**src/rtl/pixel_sample.sv**
```systemverilog
// rtl/pixel_sample.sv - pixel-array sampling sequencer for the imager core
//
// Raster-scans a PIXEL_NUM_ROW x PIXEL_NUM_COL array while enabled. It drives
// one-hot row/col selects, a per-phase start strobe and a sampling clock to the
// analog front end. It also supports correlated double sampling, a
// single-pixel park mode and a row/col disable mask.
//
// Optional build macro: SAMPLE_FRAME_DONE_EN adds the frame_done output.
//
// Ports:
//   clk                          system clock
//   reset                        synchronous, active-high reset
//   enable                       level, high = sampling active
//   single_pixel_en              park on the programmed address instead of scanning
//   pixel_disable                force row/col to 0, sequencing continues
//   correlated_double_sampling   two phases (reset, signal) per pixel
//   single_pixel_row_addr [7:0]  row index for single-pixel mode
//   single_pixel_col_addr [7:0]  col index for single-pixel mode
//   row   [PIXEL_NUM_ROW-1:0]    one-hot row select (registered)
//   col   [PIXEL_NUM_COL-1:0]    one-hot col select (registered)
//   start                        one-cycle strobe on the first cycle of each phase
//   clk_out                      sampling clock, high for the first half of each phase
//   frame_done                   (SAMPLE_FRAME_DONE_EN only) last cycle of a scanned frame

module pixel_sample #(
  parameter int PIXEL_NUM_ROW       = 7,
  parameter int PIXEL_NUM_COL       = 16,
  parameter int PIXEL_ADDR_BITS_ROW = $clog2(PIXEL_NUM_ROW),
  parameter int PIXEL_ADDR_BITS_COL = $clog2(PIXEL_NUM_COL),
  parameter int DWELL_CYCLES        = 8
) (
  input  logic                     clk,
  input  logic                     reset,
  input  logic                     enable,
  input  logic                     single_pixel_en,
  input  logic                     pixel_disable,
  input  logic                     correlated_double_sampling,
  input  logic [7:0]               single_pixel_row_addr,
  input  logic [7:0]               single_pixel_col_addr,
  output logic [PIXEL_NUM_ROW-1:0] row,
  output logic [PIXEL_NUM_COL-1:0] col,
  output logic                     start,
  output logic                     clk_out
`ifdef SAMPLE_FRAME_DONE_EN
  ,
  output logic                     frame_done
`endif
);

  // DWELL_CYCLES must be even and >= 2.
  localparam int DWELL_BITS = (DWELL_CYCLES > 2) ? $clog2(DWELL_CYCLES) : 1;

  localparam logic [DWELL_BITS-1:0]          DWELL_LAST = DWELL_BITS'(DWELL_CYCLES - 1);
  localparam logic [DWELL_BITS-1:0]          DWELL_HALF = DWELL_BITS'(DWELL_CYCLES / 2);
  localparam logic [PIXEL_ADDR_BITS_ROW-1:0] ROW_LAST   = PIXEL_ADDR_BITS_ROW'(PIXEL_NUM_ROW - 1);
  localparam logic [PIXEL_ADDR_BITS_COL-1:0] COL_LAST   = PIXEL_ADDR_BITS_COL'(PIXEL_NUM_COL - 1);
  localparam logic [7:0]                     ROW_LIMIT  = 8'(PIXEL_NUM_ROW);
  localparam logic [7:0]                     COL_LIMIT  = 8'(PIXEL_NUM_COL);

  typedef enum logic {
    S_IDLE   = 1'b0,
    S_ACTIVE = 1'b1
  } state_e;

  // Sequencer state
  state_e                         state_q,   state_d;
  logic [PIXEL_ADDR_BITS_ROW-1:0] row_idx_q, row_idx_d;
  logic [PIXEL_ADDR_BITS_COL-1:0] col_idx_q, col_idx_d;
  logic [DWELL_BITS-1:0]          dwell_q,   dwell_d;
  logic                           phase_q,   phase_d;
  logic                           cds_q,     cds_d;      // CDS mode latched for the current pixel
  logic                           sp_mode_q, sp_mode_d;  // single-pixel park in effect
  logic [7:0]                     sp_row_q,  sp_row_d;
  logic [7:0]                     sp_col_q,  sp_col_d;

  // Registered outputs
  logic [PIXEL_NUM_ROW-1:0]       row_q,     row_d;
  logic [PIXEL_NUM_COL-1:0]       col_q,     col_d;
  logic                           start_q,   start_d;
  logic                           clk_out_q, clk_out_d;
`ifdef SAMPLE_FRAME_DONE_EN
  logic                           frame_done_q, frame_done_d;
`endif

  logic                           dwell_last;
  logic                           pixel_last;
  logic                           active_d;
  logic [7:0]                     row_ptr;
  logic [7:0]                     col_ptr;
  logic                           ptr_valid;

  // --------------------------------------------------------------------------
  // State register
  // --------------------------------------------------------------------------
  always_ff @(posedge clk) begin
    if (reset) begin
      state_q      <= S_IDLE;
      row_idx_q    <= '0;
      col_idx_q    <= '0;
      dwell_q      <= '0;
      phase_q      <= 1'b0;
      cds_q        <= 1'b0;
      sp_mode_q    <= 1'b0;
      sp_row_q     <= '0;
      sp_col_q     <= '0;
      row_q        <= '0;
      col_q        <= '0;
      start_q      <= 1'b0;
      clk_out_q    <= 1'b0;
`ifdef SAMPLE_FRAME_DONE_EN
      frame_done_q <= 1'b0;
`endif
    end else begin
      state_q      <= state_d;
      row_idx_q    <= row_idx_d;
      col_idx_q    <= col_idx_d;
      dwell_q      <= dwell_d;
      phase_q      <= phase_d;
      cds_q        <= cds_d;
      sp_mode_q    <= sp_mode_d;
      sp_row_q     <= sp_row_d;
      sp_col_q     <= sp_col_d;
      row_q        <= row_d;
      col_q        <= col_d;
      start_q      <= start_d;
      clk_out_q    <= clk_out_d;
`ifdef SAMPLE_FRAME_DONE_EN
      frame_done_q <= frame_done_d;
`endif
    end
  end

  // --------------------------------------------------------------------------
  // Next-state logic
  // --------------------------------------------------------------------------
  always_comb begin
    state_d    = state_q;
    row_idx_d  = row_idx_q;
    col_idx_d  = col_idx_q;
    dwell_d    = dwell_q;
    phase_d    = phase_q;
    cds_d      = cds_q;
    sp_mode_d  = sp_mode_q;

    dwell_last = (dwell_q == DWELL_LAST);
    pixel_last = dwell_last && (phase_q || !cds_q);

    // The parked address follows the inputs every cycle while the mode is
    // requested. Once the mode is released, the last address is held until
    // the phase boundary where scanning resumes.
    sp_row_d   = single_pixel_en ? single_pixel_row_addr : sp_row_q;
    sp_col_d   = single_pixel_en ? single_pixel_col_addr : sp_col_q;

    unique case (state_q)
      S_IDLE: begin
        row_idx_d = '0;
        col_idx_d = '0;
        dwell_d   = '0;
        phase_d   = 1'b0;
        cds_d     = 1'b0;
        sp_mode_d = 1'b0;
        if (enable) begin
          state_d   = S_ACTIVE;
          cds_d     = correlated_double_sampling;
          sp_mode_d = single_pixel_en;
        end
      end

      S_ACTIVE: begin
        if (!enable) begin
          // Enable loss takes priority over any boundary in the same cycle.
          state_d   = S_IDLE;
          row_idx_d = '0;
          col_idx_d = '0;
          dwell_d   = '0;
          phase_d   = 1'b0;
          cds_d     = 1'b0;
          sp_mode_d = 1'b0;
        end else begin
          // Entering single-pixel mode is immediate. Leaving it waits for a
          // phase boundary so a phase is never cut short.
          sp_mode_d = single_pixel_en || (sp_mode_q && !dwell_last);
          dwell_d   = dwell_last ? '0 : dwell_q + 1'b1;

          if (dwell_last) begin
            if (pixel_last || (sp_mode_q && !sp_mode_d)) begin
              phase_d = 1'b0;
              cds_d   = correlated_double_sampling;
            end else begin
              phase_d = 1'b1;
            end
          end

          // The scan pointer is parked at (0,0) during single-pixel mode,
          // so the scan resumes from the start of the array.
          if (sp_mode_d || sp_mode_q) begin
            row_idx_d = '0;
            col_idx_d = '0;
          end else if (pixel_last) begin
            if (col_idx_q == COL_LAST) begin
              col_idx_d = '0;
              row_idx_d = (row_idx_q == ROW_LAST) ? '0 : row_idx_q + 1'b1;
            end else begin
              col_idx_d = col_idx_q + 1'b1;
            end
          end
        end
      end

      default: state_d = S_IDLE;
    endcase
  end

  // --------------------------------------------------------------------------
  // Output logic
  // --------------------------------------------------------------------------
  // Outputs are decoded from the next-state values. This way the registered
  // selects line up with the counters they describe.
  always_comb begin
    active_d  = (state_d == S_ACTIVE);
    row_ptr   = sp_mode_d ? sp_row_d : 8'(row_idx_d);
    col_ptr   = sp_mode_d ? sp_col_d : 8'(col_idx_d);
    ptr_valid = (row_ptr < ROW_LIMIT) && (col_ptr < COL_LIMIT);

    row_d     = '0;
    col_d     = '0;
    if (active_d && !pixel_disable && ptr_valid) begin
      row_d[row_ptr[PIXEL_ADDR_BITS_ROW-1:0]] = 1'b1;
      col_d[col_ptr[PIXEL_ADDR_BITS_COL-1:0]] = 1'b1;
    end

    start_d   = active_d && (dwell_d == '0);
    clk_out_d = active_d && (dwell_d < DWELL_HALF);

`ifdef SAMPLE_FRAME_DONE_EN
    frame_done_d = active_d && !sp_mode_d &&
                   (row_idx_d == ROW_LAST) && (col_idx_d == COL_LAST) &&
                   (dwell_d == DWELL_LAST) && (phase_d || !cds_d);
`endif
  end

  assign row     = row_q;
  assign col     = col_q;
  assign start   = start_q;
  assign clk_out = clk_out_q;
`ifdef SAMPLE_FRAME_DONE_EN
  assign frame_done = frame_done_q;
`endif

endmodule

```
**config.mk**
```make
export PLATFORM = sky130hd
export DESIGN_NAME = pixel_sample
export DESIGN_NICKNAME = d
export VERILOG_FILES = /design/src/rtl/pixel_sample.sv
export SDC_FILE = /design/constraint.sdc
export NUM_CORES = 1
export LEC_CHECK = 0
export CAP_MARGIN = 20
export CORE_MARGIN = 8
export CORE_UTILIZATION = 40
export DETAILED_ROUTE_END_ITERATION = 6
export GPL_TIMING_DRIVEN = 1
export MAX_ROUTING_LAYER = met4
export PLACE_DENSITY = 0.66
export SLEW_MARGIN = 20
export SYNTH_ARGS = -nofsm -noshare
export SYNTH_HDL_FRONTEND = slang
export SYNTH_SLANG_ARGS = --single-unit
```
**constraint.sdc**
```tcl
create_clock -name clk -period 5.85 [get_ports clk]
set_clock_uncertainty 0.15 [all_clocks]
set_input_delay 1.4625 -clock clk [delete_from_list [all_inputs] [get_ports clk]]
set_output_delay 1.4625 -clock clk [all_outputs]
set_load 0.05 [all_outputs]
```
Yosys cells after proc, flatten, opt, wreduce, memory -nomap -nowiden

Cells that the tools add are included.

Bits in read-only memories: 0
RAM bits: 0
Bits in latches: 0
Input port bits: 22
Output and inout port bits: 25
Memories: 0
Word-level logic and storage cells: 86
Register bits: 55

Div/mod/pow operators: 0
Add/subtract/negate cells: 3
Reductions and logical operators: 21
Muxes and demuxes: 35
Eq/ne operators: 5
$lt $le $gt $ge: 7
Bitwise gates (word level): 2
Shifts and indexed selects: 0
Multiply operators: 0

Operators by type and width:

| operator            | number |
|---|---|
| $mux 8              | 4 |
| $mux 3              | 7 |
| $mux 4              | 4 |
| $mux 1              | 12 |
| $pmux 3 s2          | 2 |
| $logic_and 1x1->1   | 10 |
| $lt 8x3->1 const B  | 1 |
| $lt 8x5->1 const B  | 1 |
| $pmux 4 s2          | 1 |
| $add 3x1->3 const B | 2 |
| $eq 3x3->1 const B  | 2 |
| $ne 3x2->1 const B  | 2 |
| $pmux 1 s2          | 3 |
| $lt 4x5->1 const B  | 1 |
| $add 4x1->4 const B | 1 |
| $demux 1 s4         | 1 |
| $eq 4x4->1 const B  | 1 |
| $ge 4x1->1 const B  | 1 |
| $logic_not 1->1     | 4 |
| $logic_or 1x1->1    | 4 |
| $lt 3x4->1 const B  | 1 |
| $demux 1 s3         | 1 |
| $ge 3x1->1 const B  | 1 |
| $logic_not 3->1     | 1 |
| other kinds (4)     | 5 |

Depth between registers and ports, before layout

Word-level depth: 14
Gate-level depth with buffers: 11
Gate-level depth less buffers: 8

Least setup slack after synthesis

OpenSTA, ideal clock, no wires.

Kind: in2reg
Start point: input enable
End point: register col_q[10] (netlist: col[10])
Slack: 2.481 ns
Setup time: 0.092 ns
Stages on the path: 9
Path buffers: 3
Required time: 5.608 ns
Arrival: 3.127 ns
Cells stage by stage: clkbuf_1 > and4bb_2 > o311a_1 > a41o_1 > o21bai_1 > and4b_1 > buf_6 > buf_8 > nor4_1

Cells in the longest elaborated chain, start to end: 8
Elaborated cells between the ends (all ways): 22
Classes of those cells: 4 x order compare; 12 x mux; 1 x bitwise; 5 x reduce/logical

RTL lines:

| what                                     | RTL line | text |
|---|---|---|
| start, declared                          | 34       | `input logic enable,` |
| $mux 3, or another cell as far along     | 170      | `if (!enable) begin` |
| $pmux 3 s2, or another cell as far along | 154      | `unique case (state_q)` |
| $mux 8 (on tied branches)                | 221, 222 |  |
| $lt 8x3->1 or $lt 8x5->1 (tied branches) | 223      | `ptr_valid = (row_ptr < ROW_LIMIT) && (col_ptr < COL_LIMIT);` |
| $logic_and 1x1->1                        | 223      |  |
| $logic_and 1x1->1                        | 227      | `if (active_d && !pixel_disable && ptr_valid) begin` |
| $not 1->1 (no source line)               | -        |  |
| $reduce_or 2->1 (no source line)         | -        |  |
| end signal, assigned                     | 124      | `col_q <= col_d;` |
| end, declared                            | 78       | `logic [PIXEL_NUM_COL-1:0] col_q, col_d;` |

Several ways; a longest one is shown, not always the timed one.
A chain may end at the register's enable or synchronous reset.

Worst setup path after layout

Start point: input single_pixel_en
End point: register col_q[2] (netlist: col[2])

Cells in the longest elaborated chain, start to end: 11
Elaborated cells between the ends (all ways): 26
Classes of those cells: 4 x order compare; 15 x mux; 1 x bitwise; 6 x reduce/logical

RTL lines:

| what                                     | RTL line | text |
|---|---|---|
| start, declared                          | 35       | `input logic single_pixel_en,` |
| $logic_or 1x1->1                         | 182      | `sp_mode_d = single_pixel_en \|\| (sp_mode_q && !dwell_last);` |
| $logic_or 1x1->1                         | 196      | `if (sp_mode_d \|\| sp_mode_q) begin` |
| $mux 3 or $mux 4 (tied branches)         | 196      |  |
| $mux 3 or $mux 4 (tied branches)         | 170      |  |
| $pmux 3 s2 or $pmux 4 s2 (tied branches) | 154      |  |
| $mux 8 (on tied branches)                | 221, 222 |  |
| $lt 8x3->1 or $lt 8x5->1 (tied branches) | 223      |  |
| $logic_and 1x1->1                        | 223      |  |
| $logic_and 1x1->1                        | 227      |  |
| $not 1->1 (no source line)               | -        |  |
| $reduce_or 2->1 (no source line)         | -        |  |

Several ways; a longest one is shown, not always the timed one.

==> impl_results.md <==
- Synthesized-area fraction occupied by xor and xnor cells: 1.22%
- Half-perimeter wire length after placement: 3.54 mm
- Most used flip-flop cell after synthesis: dfxtp_1
- Post-synthesis share of cell area spent on and, or, nand and nor gates: between 20% and 30%
- H-tree depth: 2
- Worst supply voltage drop on vdd: 0.000120 V
- Count of input and output buffers: 46
- Cells after Synth: 211
- Main combinational cell family by area after synthesis: simple AND/OR/NAND/NOR gates
- Number of synthesized flops with an enable pin: 0
- Hold-fix buffers at CTS: 0
- Leakage dissipation: 1.00 nW
- Wire length per cell: roughly 15 um
- Net switching share of the total power: approximately 23%
- Fraction of power consumed by combinational cells: 10.1%
- Total area of multi-input combinational cells: 966 um2
- Syn Nets: about 240
- Post-Synth Adder-Cell Area: under 10%
- TritonCTS Buffers: 5
- Least-Margin Pin Slew: 888 ps
- Run status: completed
- Effective utilization at floorplan: 41.8%
- Final setup margin: 1960 ps
- Portion of the post-synthesis area used by sequential elements: 51.2%
- Antenna-violating nets left: 0
- Worst setup slack before clock tree synthesis: 1650 ps
- Endpoint kind of the worst setup timing path: flip-flop
- Cell Rows: 26
- Die height: 89.3 um
- Cts repair resizes: 0
- Compound-gate portion of the synthesized area: 7.10%
- Fmax: 0.257 GHz
- Switching power: 146 uW
- Horizontal die dimension: 89.3 um
- Total of flip-flops plus latches after synthesis: between 50 and 60
- CP Launch Type: primary input
- Final wirelength: between 4 and 5 mm
- Max-Slew Margin vs Limit: 40.6%
- Non-filler instance count after layout: 324
- Vias in the first global route: 1670
- Net count, final: 280
- Count of distinct cell types in the synthesized netlist: 49
- Number of setup buffers added after CTS: 0
- Internal power: 494 uW
- YS warnings: 0
- # DRC: 0
- Number of failing hold endpoints at the final stage: 0
- Accumulated negative setup slack: 0 ps
- Max-slew violation count: 0
- CORE AREA: 5140 um2
- Number of clock sinks: 55
- RSZ-0062 raised after global routing: no
- Proportion of synthesized area in mux cells: 8.38%
- Share of final-layout standard cells stronger than drive strength 1: 7.87%
- Antenna diode count: 0
- Cell area power density: 235 nW/um2
- Critical path start-end classification: in -> reg
- Power, Total: between 600 and 700 uW
- Clock-pin slew reported for the worst setup and hold paths after clock tree synthesis: ~90 ps
- Max-cap violation count: 0
- Hold crit path type: reg -> reg
- Final-layout fill cell count: 494
- Netlist area before placement: 2150 um2
- Final-report setup violation count: 0
- Fraction of power consumed by the clock network: 29.4%
- Number of top-level pins: 47
- Mean post-synth cell area: just over 10 um2
- Clk_lat worst skew: 300 ps
- Crit path required time: 5900 ps
- Register Area: about 1100 um2
- Global routing usage summed across all routing layers: 13.3%
- Vias/cell: 5.18
- Detailed-route via count: 1678
- Clock buffer depth: 2
- DP Cell Count: 318
- Fin crit period: 3890 ps
- CTS Root Cell: clkbuf_8
- Routability-driven placement congestion ratio: 0.836
- FFs w/ async S/R, synth: 0%
- Maximum number of pins on one net before global-route repair: 27
- Antenna violations before repair: 0
- Layout area overhead: 26.5%
- Part of the cycle the worst path needs: about two thirds
- First-pass GRT wire length: about 8 mm
- Part of the total power dissipated in sequential elements: 60.5%
- Drt first pass iters: 4
- Arrival time of the worst setup path: 3930 ps
- Biggest fanout along the worst timing path: 24
- GR Overflow Total: 0
- CTS tree: yes
- Die area: 7980 um2
- Detailed router's first-iteration violation count: 110
layout by cell type (no fill, tap or decap), drive strengths merged, types with 4 or more instances in the layout:
| master | instances |
|---|---|
| clkbuf | 6 |
| inv | 4 |
| nor3 | 10 |
| nand2 | 7 |
| dfxtp | 55 |
| nor3b | 4 |
| nor2 | 29 |
| mux2i | 18 |
| nand3 | 5 |
| nand2b | 8 |
| clkdlybuf4s50 | 46 |
| nor4 | 16 |
final timing paths:
kind / startpoint / endpoint / slack [ps] / cells past startpoint
setup / recovery: single_pixel_en / col[2]$_SDFF_PP0_ / 1960 / 8
hold / removal: cds_q$_SDFFE_PP0P_ / cds_q$_SDFFE_PP0P_ / 330 / 2
setup reg to reg: dwell_q[0]$_SDFF_PP0_ / col[12]$_SDFF_PP0_ / 2870 / 8
hold reg to reg: cds_q$_SDFFE_PP0P_ / cds_q$_SDFFE_PP0P_ / 330 / 2
state kept, by name, indices dropped and copies added (netlist names):
name,count
row,7
start,1
clk_out,1
phase_q,1
sp_mode_q,1
col_idx_q,4
dwell_q,3
sp_row_q,8
sp_col_q,8
col,16
state_q,1
row_idx_q,3
cds_q,1
cell type report:
type | instances | area share (%)
Tap cell | 70 | 3.22
Sequential cell | 55 | 40.5
Multi-Input combinational cell | 141 | 35.5
Clock buffer | 6 | 2.67
Timing Repair Buffer | 48 | 17.5
Inverter | 4 | 0.644
cells by family (layout without fill, tap and decap cells):
logic type / after synthesis / count (layout)
multiplexers: 18 / 18
flip-flops: 55 / 55
XOR/XNOR: 3 / 3
adder cells (fa/ha/maj): 3 / 3
buffers and inverters: 15 / 58
AND/OR/NAND/NOR: 98 / 98
AO/OA/AOI/OAI: 19 / 19
synth_stat cells (all sizes together), types with 2 or more instances:
master | n | share of area, %
a21oi | 2 | 0.47
and4b | 2 | 0.93
buf | 6 | 2.4
clkbuf | 5 | 0.87
dfxtp | 55 | 51
ha | 3 | 1.7
inv | 4 | 0.82
mux2i | 18 | 8.4
nand2 | 7 | 1.2
nand2b | 8 | 2.3
nand3 | 5 | 1.2
nor2 | 29 | 5.1
nor2b | 3 | 0.87
nor3 | 10 | 2.6
nor3b | 4 | 1.4
nor4 | 16 | 5.2
nor4b | 2 | 0.82
o21ai | 3 | 1.0
o22ai | 2 | 0.58
o32ai | 2 | 0.82
or2 | 2 | 0.58
or4 | 3 | 1.2
xor2 | 2 | 0.82
power by group through the flow:
stage | Sequential [mW] | Clock (mW) | Combinational (mW)
after CTS | 0.387 | 0.193 | 0.0650
after floorplan | 0.401 | 0 | 0.0328
after global placement | 0.396 | 0 | 0.0643
final | 0.387 | 0.188 | 0.0644
after detailed placement | 0.396 | 0 | 0.0647
after global routing | 0.388 | 0.209 | 0.0706
worst max-delay path, stage by stage:
cell and delay, ps:
clkdlybuf4s50_1 450, buf_4 310, and4bb_2 320, o311a_1 130, a41o_1 220, o21bai_1 230
and4b_1 430, nor4_1 360
metrics by stage:
step	utilization, %	hold slack, ps	area, um2
6_report	52.9	333	2720
5_1_grt	52.9	340	2720
4_1_cts	52.9	325	2720
3_5_place_dp	51.5	310	2650
3_3_place_gp	51.5	314	2650
2_1_floorplan	-	281	2150
layer usage:
layer | vias up | wire (um) | GRT usage (%)
li1 | 847 | - | -
met1 | 786 | 2350 | 17.5
met2 | 38 | 2170 | 18.9
met3 | 7 | 194 | 3.95
met4 | 0 | 58 | 4.53
met5 | - | 0 | -
Power figures use the tool's default switching activity.
